`src/rtl/xpu_txq_slice_sched.sv`:
```
// xpu_txq_slice_sched: round-robin tx-queue scheduler gated by per-queue time slices.
//   Grants one eligible queue (queue_req_i & slice_en_i) at a time to the tx core.
//   The grant is acknowledged (tx_ack_i), the frame is transmitted until tx_done_i,
//   and then a programmable inter-frame gap is enforced.
//   Ports:
//     clk, rstn       clock, synchronous active-low reset
//     queue_req_i     per-queue frame-pending flags
//     slice_en_i      per-queue time-slice open flags
//     tx_hold_i       blocks new grants (medium busy / backoff)
//     tx_ack_i        tx core accepted the offered grant (pulse)
//     tx_done_i       tx core finished the current frame (pulse)
//     gap_cycles_i    idle cycles after tx_done_i, sampled on tx_done_i
//     ack_timeout_i   max cycles a grant waits for tx_ack_i, 0 = wait forever
//     grant_valid_o   grant offered to tx core
//     grant_idx_o     queue offered/served, holds last value while idle
//     active_o        granted frame in transmission
//     timeout_evt_o   one-cycle pulse when a grant is abandoned by timeout
//   Build option: define XPU_TXQ_STRICT_PRIO_EN to give queue 0 strict priority.
module xpu_txq_slice_sched #(
    parameter int GAP_WIDTH     = 8,
    parameter int TIMEOUT_WIDTH = 16
) (
    input  logic                     clk,
    input  logic                     rstn,
    input  logic [3:0]               queue_req_i,
    input  logic [3:0]               slice_en_i,
    input  logic                     tx_hold_i,
    input  logic                     tx_ack_i,
    input  logic                     tx_done_i,
    input  logic [GAP_WIDTH-1:0]     gap_cycles_i,
    input  logic [TIMEOUT_WIDTH-1:0] ack_timeout_i,
    output logic                     grant_valid_o,
    output logic [1:0]               grant_idx_o,
    output logic                     active_o,
    output logic                     timeout_evt_o
);
    typedef enum logic [1:0] {IDLE, GRANT, ACTIVE, GAP} state_t;

    state_t                   state_q, state_d;
    logic [1:0]               grant_idx_q, grant_idx_d;
    logic [1:0]               rr_ptr_q, rr_ptr_d;
    logic [TIMEOUT_WIDTH-1:0] wait_q, wait_d;
    logic [GAP_WIDTH-1:0]     gap_q, gap_d;
    logic                     timeout_evt_q, timeout_evt_d;
    logic [3:0]               eligible;
    logic [1:0]               winner;
    logic [1:0]               rr_adv;

    assign eligible = queue_req_i & slice_en_i;

    // Scanning offsets from high to low leaves the lowest offset from rr_ptr as the winner.
    always_comb begin
        winner = rr_ptr_q;
        for (int i = 3; i >= 0; i--)
            if (eligible[rr_ptr_q + 2'(i)]) winner = rr_ptr_q + 2'(i);
`ifdef XPU_TXQ_STRICT_PRIO_EN
        if (eligible[0]) winner = 2'd0;
`endif
    end

`ifdef XPU_TXQ_STRICT_PRIO_EN
    // Queue 0 sits outside the rotation, so serving it leaves the pointer alone.
    assign rr_adv = (grant_idx_q == 2'd0) ? rr_ptr_q : grant_idx_q + 2'd1;
`else
    assign rr_adv = grant_idx_q + 2'd1;
`endif

    always_comb begin
        state_d       = state_q;
        grant_idx_d   = grant_idx_q;
        rr_ptr_d      = rr_ptr_q;
        wait_d        = wait_q;
        gap_d         = gap_q;
        timeout_evt_d = 1'b0;
        case (state_q)
            IDLE: begin
                if (|eligible && !tx_hold_i) begin
                    state_d     = GRANT;
                    grant_idx_d = winner;
                    wait_d      = '0;
                end
            end
            GRANT: begin
                // Acceptance wins over withdrawal, withdrawal over timeout.
                if (tx_ack_i) begin
                    state_d  = ACTIVE;
                    rr_ptr_d = rr_adv;
                end else if (!eligible[grant_idx_q]) begin
                    state_d = IDLE;
                end else if (ack_timeout_i != '0 && wait_q == ack_timeout_i - TIMEOUT_WIDTH'(1)) begin
                    state_d       = IDLE;
                    timeout_evt_d = 1'b1;
                    rr_ptr_d      = rr_adv;
                end else if (wait_q != '1) begin
                    wait_d = wait_q + TIMEOUT_WIDTH'(1);
                end
            end
            ACTIVE: begin
                if (tx_done_i) begin
                    state_d = (gap_cycles_i == '0) ? IDLE : GAP;
                    gap_d   = gap_cycles_i;
                end
            end
            default: begin
                gap_d = gap_q - GAP_WIDTH'(1);
                if (gap_q == GAP_WIDTH'(1)) state_d = IDLE;
            end
        endcase
    end

    always_ff @(posedge clk) begin
        if (!rstn) begin
            state_q       <= IDLE;
            grant_idx_q   <= 2'd0;
            rr_ptr_q      <= 2'd0;
            wait_q        <= '0;
            gap_q         <= '0;
            timeout_evt_q <= 1'b0;
        end else begin
            state_q       <= state_d;
            grant_idx_q   <= grant_idx_d;
            rr_ptr_q      <= rr_ptr_d;
            wait_q        <= wait_d;
            gap_q         <= gap_d;
            timeout_evt_q <= timeout_evt_d;
        end
    end

    assign grant_valid_o = (state_q == GRANT);
    assign active_o      = (state_q == ACTIVE);
    assign grant_idx_o   = grant_idx_q;
    assign timeout_evt_o = timeout_evt_q;
endmodule
```
`config.mk`:
```
export PLATFORM = sky130hd
export DESIGN_NAME = xpu_txq_slice_sched
export DESIGN_NICKNAME = d
export VERILOG_FILES = /design/src/rtl/xpu_txq_slice_sched.sv
export SDC_FILE = /design/constraint.sdc
export NUM_CORES = 1
export LEC_CHECK = 0
export CAP_MARGIN = 20
export CORE_AREA = 4 4 74 76
export CTS_CLUSTER_DIAMETER = 40
export DETAILED_ROUTE_END_ITERATION = 16
export DIE_AREA = 0 0 78 80
export GPL_TIMING_DRIVEN = 1
export HOLD_SLACK_MARGIN = 0.02
export PLACE_DENSITY = 0.86
export SKIP_CTS_REPAIR_TIMING = 1
export SLEW_MARGIN = 40
export SYNTH_ARGS = -nofsm -noshare
export SYNTH_HDL_FRONTEND = slang
export SYNTH_SLANG_ARGS = --single-unit
```
`constraint.sdc`:
```
create_clock -name clk -period 3.5 [get_ports clk]
set_clock_uncertainty 0.1 [all_clocks]
set_input_delay 0.525 -clock clk [delete_from_list [all_inputs] [get_ports clk]]
set_output_delay 0.525 -clock clk [all_outputs]
set_load 0.005 [all_outputs]
```
# After elaboration in Yosys (flattened, before gate mapping)
# Cells that the tools add are included.
[word_totals]
regBits = 31
in_bits = 37
output_inout_bits = 5
[op_classes]
n_addsub = 7
magnitude_cmp = 5
eq_ne = 12
muxes = 34
n_bitwise = 5
n_reduce_logical = 18
[op_table]
columns = ["operator", "n"]
rows = [
  ["two-way mux 16 bit", 5],
  ["one-hot mux 16 bit (2 select lines)", 1],
  ["two-way mux 2 bit", 14],
  ["adder 16 x 1 -> 16 bit (second input constant)", 1],
  ["== test 16 bit", 1],
  ["inequality test 16 bit (second input constant)", 1],
  ["one-hot mux 8 bit (2 select lines)", 1],
  ["nonzero test 16 bit", 1],
  ["subtractor 16 x 1 -> 16 bit (second input constant)", 1],
  ["less-than comparator 2 x 3 -> 1 bit (second input constant)", 5],
  ["binary-select mux 1 bit (select 2 bit)", 5],
  ["== test 8 x 1 -> 1 bit (second input constant)", 1],
  ["zero test 8 bit", 1],
  ["two-way mux 8 bit", 1],
  ["inequality test 2 bit (second input constant)", 4],
  ["OR reduction 4 bit", 2],
  ["subtractor 8 x 1 -> 8 bit (second input constant)", 1],
  ["two-way mux 1 bit", 6],
  ["one-hot mux 2 bit (3 select lines)", 1],
  ["AND reduction 6 bit", 1],
  ["nonzero test 2 bit", 3],
  ["adder 2 x 1 -> 2 bit (second input constant)", 2],
  ["adder 2 bit (second input constant)", 2],
  ["bitwise AND 4 bit", 1],
  ["other kinds (13)", 19],
]

# Logic depth before layout (Yosys ltp)
[logic_depth]
word_depth = 7
mapped_depth = 10

# Worst setup path before layout
# Ideal clock, no wire load.
[synth_timing]
path_kind = "input port to flip-flop"
start = "in ack_timeout_i[2]"
end = "reg wait_q[10]"
arrival_time_ns = 2.978
required_ns = 3.285
setup_slack_ns = 0.308
stages = 9
path_buffers = 1
path_cell_list = "or4_1 buf_2 or3_4 a2111oi_4 nand4_1 a211o_1 o211a_4 and3_1 o21a_1"
[synth_between]
elab_chain_cells = 5
elab_cells_between_ends = 6
[synth_rtl]
columns = ["item", "line", "source"]
rows = [
  ["start: declaration", "31", "input logic [TIMEOUT_WIDTH-1:0] ack_timeout_i,"],
  ["subtractor 16 x 1 -> 16 bit", "90", "end else if (ack_timeout_i != '0 && wait_q == ack_timeout_i - TIMEOUT_WIDTH'(1)) begin"],
  ["== test 16 bit", "90", ""],
  ["logical AND 1 bit *", "90", ""],
  ["inequality test 2 bit (no source line) *", "-", ""],
  ["AND reduction 6 bit (no source line) *", "-", ""],
  ["end signal: assignment", "123", "wait_q <= wait_d;"],
  ["end: declaration", "42", "logic [TIMEOUT_WIDTH-1:0] wait_q, wait_d;"],
]
# Mark *: on every way between the ends. The rest lies on a longest branch, timed or not.
# A chain may end at the register's enable or synchronous reset.

# Worst setup path in the final report
[layout_timing]
start = "in ack_timeout_i[2]"
end = "reg wait_q[1]"
# The elaborated chain is that of the path after synthesis.

==> results.json <==
{
  "p_per_area_nw_per_um2": 447,
  "nFillCells": 385,
  "place_area_um2": 3170,
  "cts_tree": "built",
  "die_x_um": 78,
  "outcome": "complete, no violations",
  "stdcell_area_um2": 3310,
  "grt_pass1_vias": 2554,
  "antenna_found_initial": 0,
  "synth_most_common_cell": "nand2_1",
  "synthTopCellsByArea": "dfxtp_1 (25%), nand2_1 (5.4%), a21oi_1 (4.6%)",
  "stdcell_count": 463,
  "synth_seq_cells": 31,
  "drcViolationCount": 0,
  "dr.pass1.iters": 4,
  "synth_warnings": 0,
  "crit_fanout": 4,
  "wl_per_cell_um": 14.3,
  "regArea_um2": 621,
  "yosysTopAreaCell": "dfxtp_1",
  "die-height_um": 80,
  "use_met1_pct": 23.9,
  "hold_ws_ns": 0.399,
  "postSynthCellCount": 329,
  "layout.nets": 440,
  "post-place-ws_ns": -0.177,
  "antenna_left": 0,
  "overflow": 0,
  "grt_pass1_wl_um": 10800,
  "cap_violations": 0,
  "area_growth_pct": 32.3,
  "synthArstFlopShare_pct": 0,
  "grtUsageTotal_pct": 21.0,
  "timing.final.hold_violations": 0,
  "synth_common_cells": "nand2_1 (36), dfxtp_1 (31), nor2_1 (26)",
  "drtIter0Drc": 208,
  "vias": 2727,
  "io_buffers": 41,
  "rows": 25,
  "clk_pin_slew_ns": 0.07,
  "max_freq_mhz": 294,
  "irDropWorstVdd_mv": 0.459,
  "tightest_slew_ns": 0.637,
  "yosysTopAreaCellShare_pct": 24.8,
  "grt_max_degree": 20,
  "synth_edf_count": 0,
  "layout_setup_ws_ns": 0.0998,
  "clk_latency_ns": 0.29,
  "vias_per_cell": 5.89,
  "place_inst": 455,
  "clock-sinks": 31,
  "ys.flop_type": "dfxtp_1",
  "drive_gt1_share_pct": 14.4,
  "coreArea_um2": 4720,
  "leakagePower_nw": 1.21,
  "critical_path_arrival_ns": 3.49,
  "routed_wl_um": 6630,
  "start_kind": "primary input",
  "max_slew_margin_pct": 57.1,
  "hp-class": "reg -> reg",
  "dieArea_um2": 6240,
  "cts_buffers": 5,
  "avgSynthCellArea_um2": 7.61,
  "multi_input_area_um2": 1790,
  "end_kind": "flip-flop",
  "place_hpwl_um": 5010,
  "yosysUniqueCellTypes": 61,
  "post-route-period-util_pct": 97.1,
  "slew_violations": 0,
  "required_ns": 3.59,
  "finalPower_mw": 1.48,
  "syn-cell-area_um2": 2500,
  "ioPinCount": 42,
  "globalRouteMet3Util_pct": 4.97,
  "busiest_layer": "met2",
  "period_needed_ns": 3.40,
  "critPathKind": "in -> reg",
  "n_antenna_cell": 0,
  "yosysSeqAreaShare_pct": 24.8,
  "start_util_pct": 53.0,
  "finalWeightedCongestion": 0.842,
  "clk_path_buf_depth": 2,
  "setup_viol": 0,
  "synthesis.nets": 374,
  "met2_usage_pct": 37.1,
  "ctsHtreeMaxLevel": 2,
  "cts_root_buf": "clkbuf_8"
}
cell type report:
cell class | instances | share of cell area (%)
clock buffer | 6 | 2.49
inverter | 19 | 2.15
timing repair buffer | 70 | 19.0
sequential | 31 | 18.7
clock inverter | 2 | 1.06
multi-input combinational | 268 | 54.1
tap | 67 | 2.53
registers in the layout (all words and copies together), names as in the netlist:
name	count
gap_q	8
grant_idx_o	2
rr_ptr_q	2
state_q	2
timeout_evt_o	1
wait_q	16
layout by cell type (no fill, tap or decap), types with 2 or more instances in the layout:
master | Yosys | layout
a2111oi_2 | 0 | 2
a211o_1 | 2 | 2
a211oi_1 | 4 | 4
a21o_1 | 5 | 5
a21oi_1 | 23 | 22
a221oi_1 | 2 | 2
a22o_1 | 2 | 2
a22oi_1 | 3 | 3
a31o_2 | 3 | 3
a31oi_1 | 3 | 3
and2_1 | 2 | 2
and3_1 | 5 | 5
and3b_1 | 2 | 2
buf_4 | 0 | 29
clkbuf_8 | 0 | 6
clkdlybuf4s50_1 | 0 | 41
dfxtp_1 | 31 | 31
ha_1 | 8 | 8
inv_1 | 19 | 19
mux2_2 | 3 | 3
mux2i_1 | 7 | 7
nand2_1 | 36 | 36
nand2b_1 | 5 | 5
nand3_1 | 9 | 9
nand3b_1 | 3 | 3
nand4_1 | 8 | 8
nor2_1 | 26 | 26
nor2b_1 | 7 | 7
nor3_1 | 10 | 10
nor4_1 | 7 | 7
nor4b_1 | 2 | 2
o211ai_1 | 4 | 4
o21a_1 | 5 | 5
o21ai_0 | 20 | 20
or3_1 | 7 | 7
xnor2_1 | 11 | 11
xor2_1 | 7 | 7
report_power, final:
part	internal [mW]	switching, mW
sequential	0.411	0.0596
combinational	0.291	0.345
clock	0.230	0.145
worst paths after layout:
kind	from	to	slack (ns)	cells after the start
setup / recovery	ack_timeout_i[2]	wait_q[1]	0.1	10
hold / removal	gap_q[5]	gap_q[5]	0.40	2
hold reg to reg	gap_q[5]	gap_q[5]	0.40	2
setup reg to reg	grant_idx_o[1]	wait_q[5]	0.68	7
worst max-delay path, cell delays in order:
cell and delay (ns):
clkdlybuf4s50_1 0.42, or4_1 0.57, or3_4 0.40, a2111oi_4 0.36, nand4_1 0.16, a211oi_1 0.31, buf_4 0.19, a21oi_1 0.13
and3_1 0.24, o21a_1 0.18
routing by layer:
metal	wire, um	share of wire [%]	vias to the layer above
met1	2850	43	1270
met3	419	6.3	13
li1	-	-	1353
met2	3210	48	91
met5	0	0	-
met4	144	2.2	0
logic make-up (layout without fill, tap and decap cells):
logic type	Yosys count	in the layout	share of synthesized area [%]
AND/OR/NAND/NOR	138	138	29.0
AO/OA/AOI/OAI	92	92	25.4
buffers and inverters	30	97	4.55
adder cells (fa/ha/maj)	8	8	4.00
flip-flops	31	31	24.8
multiplexers	11	11	5.05
XOR/XNOR	19	19	7.20
stage by stage:
step,utilization [%],setup TNS (ns)
2_1_floorplan,-,0
3_3_place_gp,67.2,-0.609
3_5_place_dp,67.2,-2.05
4_1_cts,69.7,0
5_1_grt,70.1,-0.0529
6_report,70.1,0
(Power assumes the default switching activity.)
